<file path="src/rtl/ysyx_23060187_div.sv">
// ysyx_23060187_div: iterative restoring divider for RV32M DIV/DIVU/REM/REMU.
// One quotient bit is produced per cycle in CALC. Divide-by-zero and signed
// overflow skip the iteration and deliver a precomputed value one cycle later.
module ysyx_23060187_div #(
    parameter int XLEN = 32
) (
    input  logic            clk,
    input  logic            rst_n,
    input  logic            flush,
    input  logic            in_valid,
    output logic            in_ready,
    input  logic [1:0]      op,
    input  logic [XLEN-1:0] dividend,
    input  logic [XLEN-1:0] divisor,
    output logic            out_valid,
    input  logic            out_ready,
    output logic [XLEN-1:0] result,
    output logic            busy
);

    localparam int CW = $clog2(XLEN + 1);
    localparam logic [XLEN-1:0] ZERO_C = {XLEN{1'b0}};
    localparam logic [XLEN-1:0] ONE_C  = {{(XLEN-1){1'b0}}, 1'b1};
    localparam logic [XLEN-1:0] ALL1_C = {XLEN{1'b1}};
    localparam logic [XLEN-1:0] MINN_C = {1'b1, {(XLEN-1){1'b0}}};

    typedef enum logic [1:0] {
        IDLE = 2'd0,
        CALC = 2'd1,
        DONE = 2'd2
    } state_t;

    // Two's complement negation.
    function automatic logic [XLEN-1:0] neg_f(input logic [XLEN-1:0] v);
        return ~v + ONE_C;
    endfunction

    state_t          state_r, state_s;
    logic [XLEN-1:0] rem_r, quo_r, dvs_r, spec_res_r, result_r;
    logic [CW-1:0]   cnt_r;
    logic            op_rem_r, neg_q_r, neg_r_r, special_r;
    logic            in_ready_r, out_valid_r, busy_r;

    logic            accept_s, signed_s, dvd_neg_s, dvs_neg_s, div0_s, ovf_s;
    logic [XLEN-1:0] dvd_mag_s, dvs_mag_s, spec_val_s;
    logic [XLEN:0]   shin_s, trial_s;
    logic            qbit_s;
    logic [XLEN-1:0] rem_nx_s, quo_nx_s, fin_s, res_nx_s;
    logic            ld_res_s;

    // Request decode: operand magnitudes, signs and the special-case value.
    always_comb begin
        accept_s  = in_valid && (state_r == IDLE) && !flush;
        signed_s  = ~op[0];
        dvd_neg_s = signed_s & dividend[XLEN-1];
        dvs_neg_s = signed_s & divisor[XLEN-1];
        dvd_mag_s = dvd_neg_s ? neg_f(dividend) : dividend;
        dvs_mag_s = dvs_neg_s ? neg_f(divisor) : divisor;
        div0_s    = (divisor == ZERO_C);
        ovf_s     = signed_s && (dividend == MINN_C) && (divisor == ALL1_C);
        if (div0_s) begin
            spec_val_s = op[1] ? dividend : ALL1_C;
        end else if (ovf_s) begin
            spec_val_s = op[1] ? ZERO_C : MINN_C;
        end else begin
            spec_val_s = ZERO_C;
        end
    end

    // One restoring step plus the sign fixup applied to the final step.
    always_comb begin
        shin_s   = {rem_r, quo_r[XLEN-1]};
        trial_s  = shin_s - {1'b0, dvs_r};
        qbit_s   = ~trial_s[XLEN];
        rem_nx_s = qbit_s ? trial_s[XLEN-1:0] : shin_s[XLEN-1:0];
        quo_nx_s = {quo_r[XLEN-2:0], qbit_s};
        if (op_rem_r) begin
            fin_s = neg_r_r ? neg_f(rem_nx_s) : rem_nx_s;
        end else begin
            fin_s = neg_q_r ? neg_f(quo_nx_s) : quo_nx_s;
        end
    end

    // Next-state logic; flush overrides every transition.
    always_comb begin
        state_s  = state_r;
        ld_res_s = 1'b0;
        res_nx_s = result_r;
        case (state_r)
            IDLE: begin
                if (accept_s) begin
                    state_s = CALC;
                end else begin
                    state_s = IDLE;
                end
            end
            CALC: begin
                if (flush) begin
                    state_s = IDLE;
                end else if (special_r) begin
                    state_s  = DONE;
                    ld_res_s = 1'b1;
                    res_nx_s = spec_res_r;
                end else if (cnt_r == CW'(1)) begin
                    state_s  = DONE;
                    ld_res_s = 1'b1;
                    res_nx_s = fin_s;
                end else begin
                    state_s = CALC;
                end
            end
            DONE: begin
                if (flush || out_ready) begin
                    state_s = IDLE;
                end else begin
                    state_s = DONE;
                end
            end
            default: begin
                state_s = IDLE;
            end
        endcase
    end

    // State register and registered handshake/status outputs.
    always_ff @(posedge clk or negedge rst_n) begin
        if (!rst_n) begin
            state_r     <= IDLE;
            in_ready_r  <= 1'b1;
            out_valid_r <= 1'b0;
            busy_r      <= 1'b0;
        end else begin
            state_r     <= state_s;
            in_ready_r  <= (state_s == IDLE);
            out_valid_r <= (state_s == DONE);
            busy_r      <= (state_s != IDLE);
        end
    end

    // Operand capture on acceptance, iteration in CALC, result on completion.
    always_ff @(posedge clk or negedge rst_n) begin
        if (!rst_n) begin
            rem_r      <= ZERO_C;
            quo_r      <= ZERO_C;
            dvs_r      <= ZERO_C;
            spec_res_r <= ZERO_C;
            result_r   <= ZERO_C;
            cnt_r      <= {CW{1'b0}};
            op_rem_r   <= 1'b0;
            neg_q_r    <= 1'b0;
            neg_r_r    <= 1'b0;
            special_r  <= 1'b0;
        end else begin
            if (accept_s) begin
                rem_r      <= ZERO_C;
                quo_r      <= dvd_mag_s;
                dvs_r      <= dvs_mag_s;
                spec_res_r <= spec_val_s;
                cnt_r      <= CW'(XLEN);
                op_rem_r   <= op[1];
                neg_q_r    <= dvd_neg_s ^ dvs_neg_s;
                neg_r_r    <= dvd_neg_s;
                special_r  <= div0_s | ovf_s;
            end else if ((state_r == CALC) && !flush && !special_r) begin
                rem_r <= rem_nx_s;
                quo_r <= quo_nx_s;
                cnt_r <= cnt_r - CW'(1);
            end
            if (ld_res_s) begin
                result_r <= res_nx_s;
            end
        end
    end

    assign in_ready  = in_ready_r;
    assign out_valid = out_valid_r;
    assign busy      = busy_r;
    assign result    = result_r;

endmodule

</file>
<file path="config.mk">
export PLATFORM = sky130hd
export DESIGN_NAME = ysyx_23060187_div
export DESIGN_NICKNAME = d
export VERILOG_FILES = /design/src/rtl/ysyx_23060187_div.sv
export SDC_FILE = /design/constraint.sdc
export NUM_CORES = 1
export LEC_CHECK = 0
export ABC_AREA = 1
export BUFFER_PORTS_ARGS = -buffer_cell sky130_fd_sc_hd__clkbuf_2
export CAP_MARGIN = 20
export CORE_AREA = 2 2 188 190
export DETAILED_ROUTE_END_ITERATION = 6
export DIE_AREA = 0 0 190 192
export MAX_ROUTING_LAYER = met4
export PLACE_DENSITY = 0.6
export SYNTH_ARGS = -nofsm -noshare
export SYNTH_HDL_FRONTEND = slang
export SYNTH_SLANG_ARGS = --single-unit
export TNS_END_PERCENT = 10
</file>
<file path="constraint.sdc">
create_clock -name clk -period 4 [get_ports clk]
set_clock_uncertainty 0.05 [all_clocks]
set_input_delay 0.4 -clock clk [delete_from_list [all_inputs] [get_ports clk]]
set_output_delay 0.4 -clock clk [all_outputs]
set_load 0.005 [all_outputs]
</file>
==> metrics.csv <==
metric,value,unit
fin_crit,3.835,ns
root_buffer,clkbuf_16,
ir_drop,0.5234,mV
synth_top_family_by_area,simple AND/OR/NAND/NOR gates,
regToRegSetupSlack,0.17,ns
p_int,6.737,mW
violations,negative hold slack,
dp.final_hpwl,34.50,mm
maxCapViolations,0,
p_per_area,902.7,mW/mm²
cp_max_fo,25,
synthMuxAreaShare,0,%
grt-ovfl-total,0,
p_leak,7.978,nW
crit_path_start_kind,flip-flop,
start_util,39.58,%
area_delta_synth_final,16.78,%
setup_viol,0,
clk_pin_slew,0.07,ns
antenna_found_initial,1,
grt_max_degree,88,
cts_tree,yes,
synth_flop_cell,dfrtp_1,
wirelength,45.16,mm
layout_commonest_cell,nand2_1,
slew_viol_final,0,
synth-edff-count,0,
layout-drive-gt1-share,15.51,%
crit_required,4.30,ns
relSlewSlack,41.86,%
fin_total_pwr,14.31,mW
die_area,0.03648,mm²
die_w,190,µm
cts_made_buffers,17,
async_reset_ff_share,100.0,%
synthCells,2049,
grt_use_total,26.32,%
seq_power_share,19.6,%
area.sequential,0.004380,mm²
yosys.area_share.simple,32.02,%
status,"complete, but fails checks",
grt_pass1_wl,72.24,mm
cts_num_sinks,175,
portBuffers,105,
drc,0,
clk_latency,0.46,ns
synth_fp_nets,2160,
grt_pass1_vias,13310,
crit_arrival,4.13,ns
viasPerCell,5.244,
yosysSeqAreaShare,32.28,%
ant_nets,0,
io_pins,106,
fp-row-count,68,
finalHoldViolCount,17,
synth_area,0.01357,mm²
multi_input_area,0.008011,mm²
synth_cell_type_count,51,
rsz0062_at_grt,yes,
timing.hold.ws,-0.01898,ns
core,0.03429,mm²
max_slew.worst_pin.slew,0.8721,ns
place_congestion,0.9166,
min_path_type,in -> async,
clock_path_buffers,2,
p_sw_share,52.91,%
drt-pass1-iter-count,5,
max_freq,260.8,MHz
layout.nets,2310,
finalCritPeriodShare,95.86,%
avgSynthCellArea,6.623,µm²
synthXorXnorAreaFrac,4.711,%
comb_power_share,68.7,%
synth_compound_area_share,17.40,%
wl_per_cell,16.93,µm
netSwitchingPower,7.569,mW
end_kind,flip-flop,
setup-tns-final,0,ns
worst-setup-path-type,reg -> reg,
ys_ff_latch,175,
yosys.area_share.adder,3.743,%
pwr-share-clk,11.7,%
fill_cells,3601,
htree_levels,4,
dieHeight,192,µm
drt_iter0_drc,1093,
synth_warnings,0,
via_count,13990,
layout_common_cells,"nand2_1, inv_1, nor2_1",
ctsHoldBuffers,0,
power groups by stage:
stage | Sequential (mW) | Combinational [mW] | Clock, mW
floorplan | 2.70 | 6.66 | 0
global placement | 2.81 | 9.48 | 0
detailed placement | 2.81 | 9.56 | 0
CTS | 2.79 | 9.68 | 1.71
global route | 2.88 | 11.0 | 1.79
finish | 2.80 | 9.82 | 1.68
per-layer routing:
layer / vias up / track usage, % / part of all wire [%]
li1: 7005 / - / -
met1: 6508 / 35.90 / 47
met2: 410 / 40.30 / 45
met3: 62 / 3.581 / 5.4
met4: 0 / 8.676 / 2.6
met5: - / - / 0
logic make-up (layout without fill, tap and decap cells):
family / Yosys count / after routing
buffers and inverters: 341 / 503
AO/OA/AOI/OAI: 412 / 412
AND/OR/NAND/NOR: 1008 / 1008
XOR/XNOR: 73 / 73
flip-flops: 175 / 175
adder cells (fa/ha/maj): 40 / 40
other: 0 / 1
synth_stat cells (3+ instances only):
master	count	share of area (%)
nand2_1	557	15
inv_1	259	7.2
nor2_1	198	5.5
o21ai_0	175	6.5
dfrtp_1	174	32
nand3_1	107	3.9
a21oi_1	98	3.6
clkbuf_1	60	1.7
o22ai_1	45	2.1
xor2_1	43	2.8
ha_1	39	3.6
nor3_1	39	1.4
xnor2_1	30	1.9
nand4_1	28	1.3
o211ai_1	27	1.5
nand2_2	26	1.2
nor4_1	17	0.78
o21ai_1	16	0.59
a31oi_1	10	0.46
buf_1	9	0.25
o21ai_2	9	0.58
o21bai_1	8	0.44
o221ai_1	7	0.45
or2_2	7	0.32
nand2_4	6	0.50
nor2_2	6	0.28
buf_6	4	0.33
nand3b_1	4	0.22
inv_2	3	0.083
nand3_2	3	0.22
nor2_4	3	0.25
o21ai_4	3	0.36
o31ai_1	3	0.17
registers in the layout, summed over array words and instances (netlist names):
register / count
dvs_r: 32
quo_r: 32
rem_r: 32
result: 32
spec_res_r: 32
cnt_r: 6
state_r: 2
busy: 1
in_ready: 1
neg_q_r: 1
neg_r_r: 1
op_rem_r: 1
out_valid: 1
special_r: 1
worst paths after layout:
check,to,startpoint,cells past startpoint
worst max-delay path,result[11]$_DFFE_PN0P_,rem_r[26]$_DFFE_PN0P_,22
worst min-delay path,dvs_r[8]$_DFFE_PN0P_,rst_n,1
worst max register to register,result[11]$_DFFE_PN0P_,rem_r[26]$_DFFE_PN0P_,22
worst min register to register,result[19]$_DFFE_PN0P_,result[19]$_DFFE_PN0P_,2
max in group asynchronous,quo_r[7]$_DFFE_PN0P_,rst_n,2
min in group clk,out_valid$_DFF_PN0_,out_ready,2
area by class of cell:
| class | count | share of cell area (%) |
|---|---|---|
| Timing Repair Buffer | 209 | 8.440 |
| Clock buffer | 19 | 2.732 |
| Clock inverter | 12 | 0.7974 |
| Sequential cell | 175 | 27.64 |
| Inverter | 263 | 6.229 |
| Tap cell | 455 | 3.592 |
| Antenna cell | 1 | 0.01579 |
| Multi-Input combinational cell | 1533 | 50.55 |
worst max-delay path, cell delays in order (launching register included):
cell and delay (ns):
dfrtp_1 0.40, ha_1 0.35, a21oi_1 0.23, nand2_1 0.11
nand2_1 0.07, nand2_1 0.07, a21oi_4 0.20, buf_4 0.18
nand2_4 0.06, buf_4 0.13, nand2_4 0.10, nand2_8 0.17
o21ai_2 0.21, buf_4 0.15, nand3_2 0.11, inv_1 0.13
nand3_1 0.17, nand2_1 0.21, a21oi_1 0.08, o21ai_0 0.16
nand3_1 0.21, nand2_1 0.12, nand2_1 0.05
repair_timing:
| item | CTS | global route |
|---|---|---|
| endpoints found under the setup margin | 5 | 16 |
| gates resized for setup | 12 | 23 |
| buffers inserted | 5 | 1 |
| pin swaps | 8 | 15 |
through the flow:
stage	instances	hold WS, ns	area (µm²)	setup WS [ns]	util, %
after floorplan	2049	0.05441	13580	0.03018	-
after global placement	2629	0.4143	15110	-0.07656	44.07
after detailed placement	2629	0.4143	15110	-0.1654	44.07
after CTS	2665	0.01425	15750	0.01520	45.93
after global routing	2667	0.04642	15850	-0.1083	46.22
final	2667	-0.01898	15850	0.1655	46.22
No activity file was read; power rests on OpenSTA's default activity.
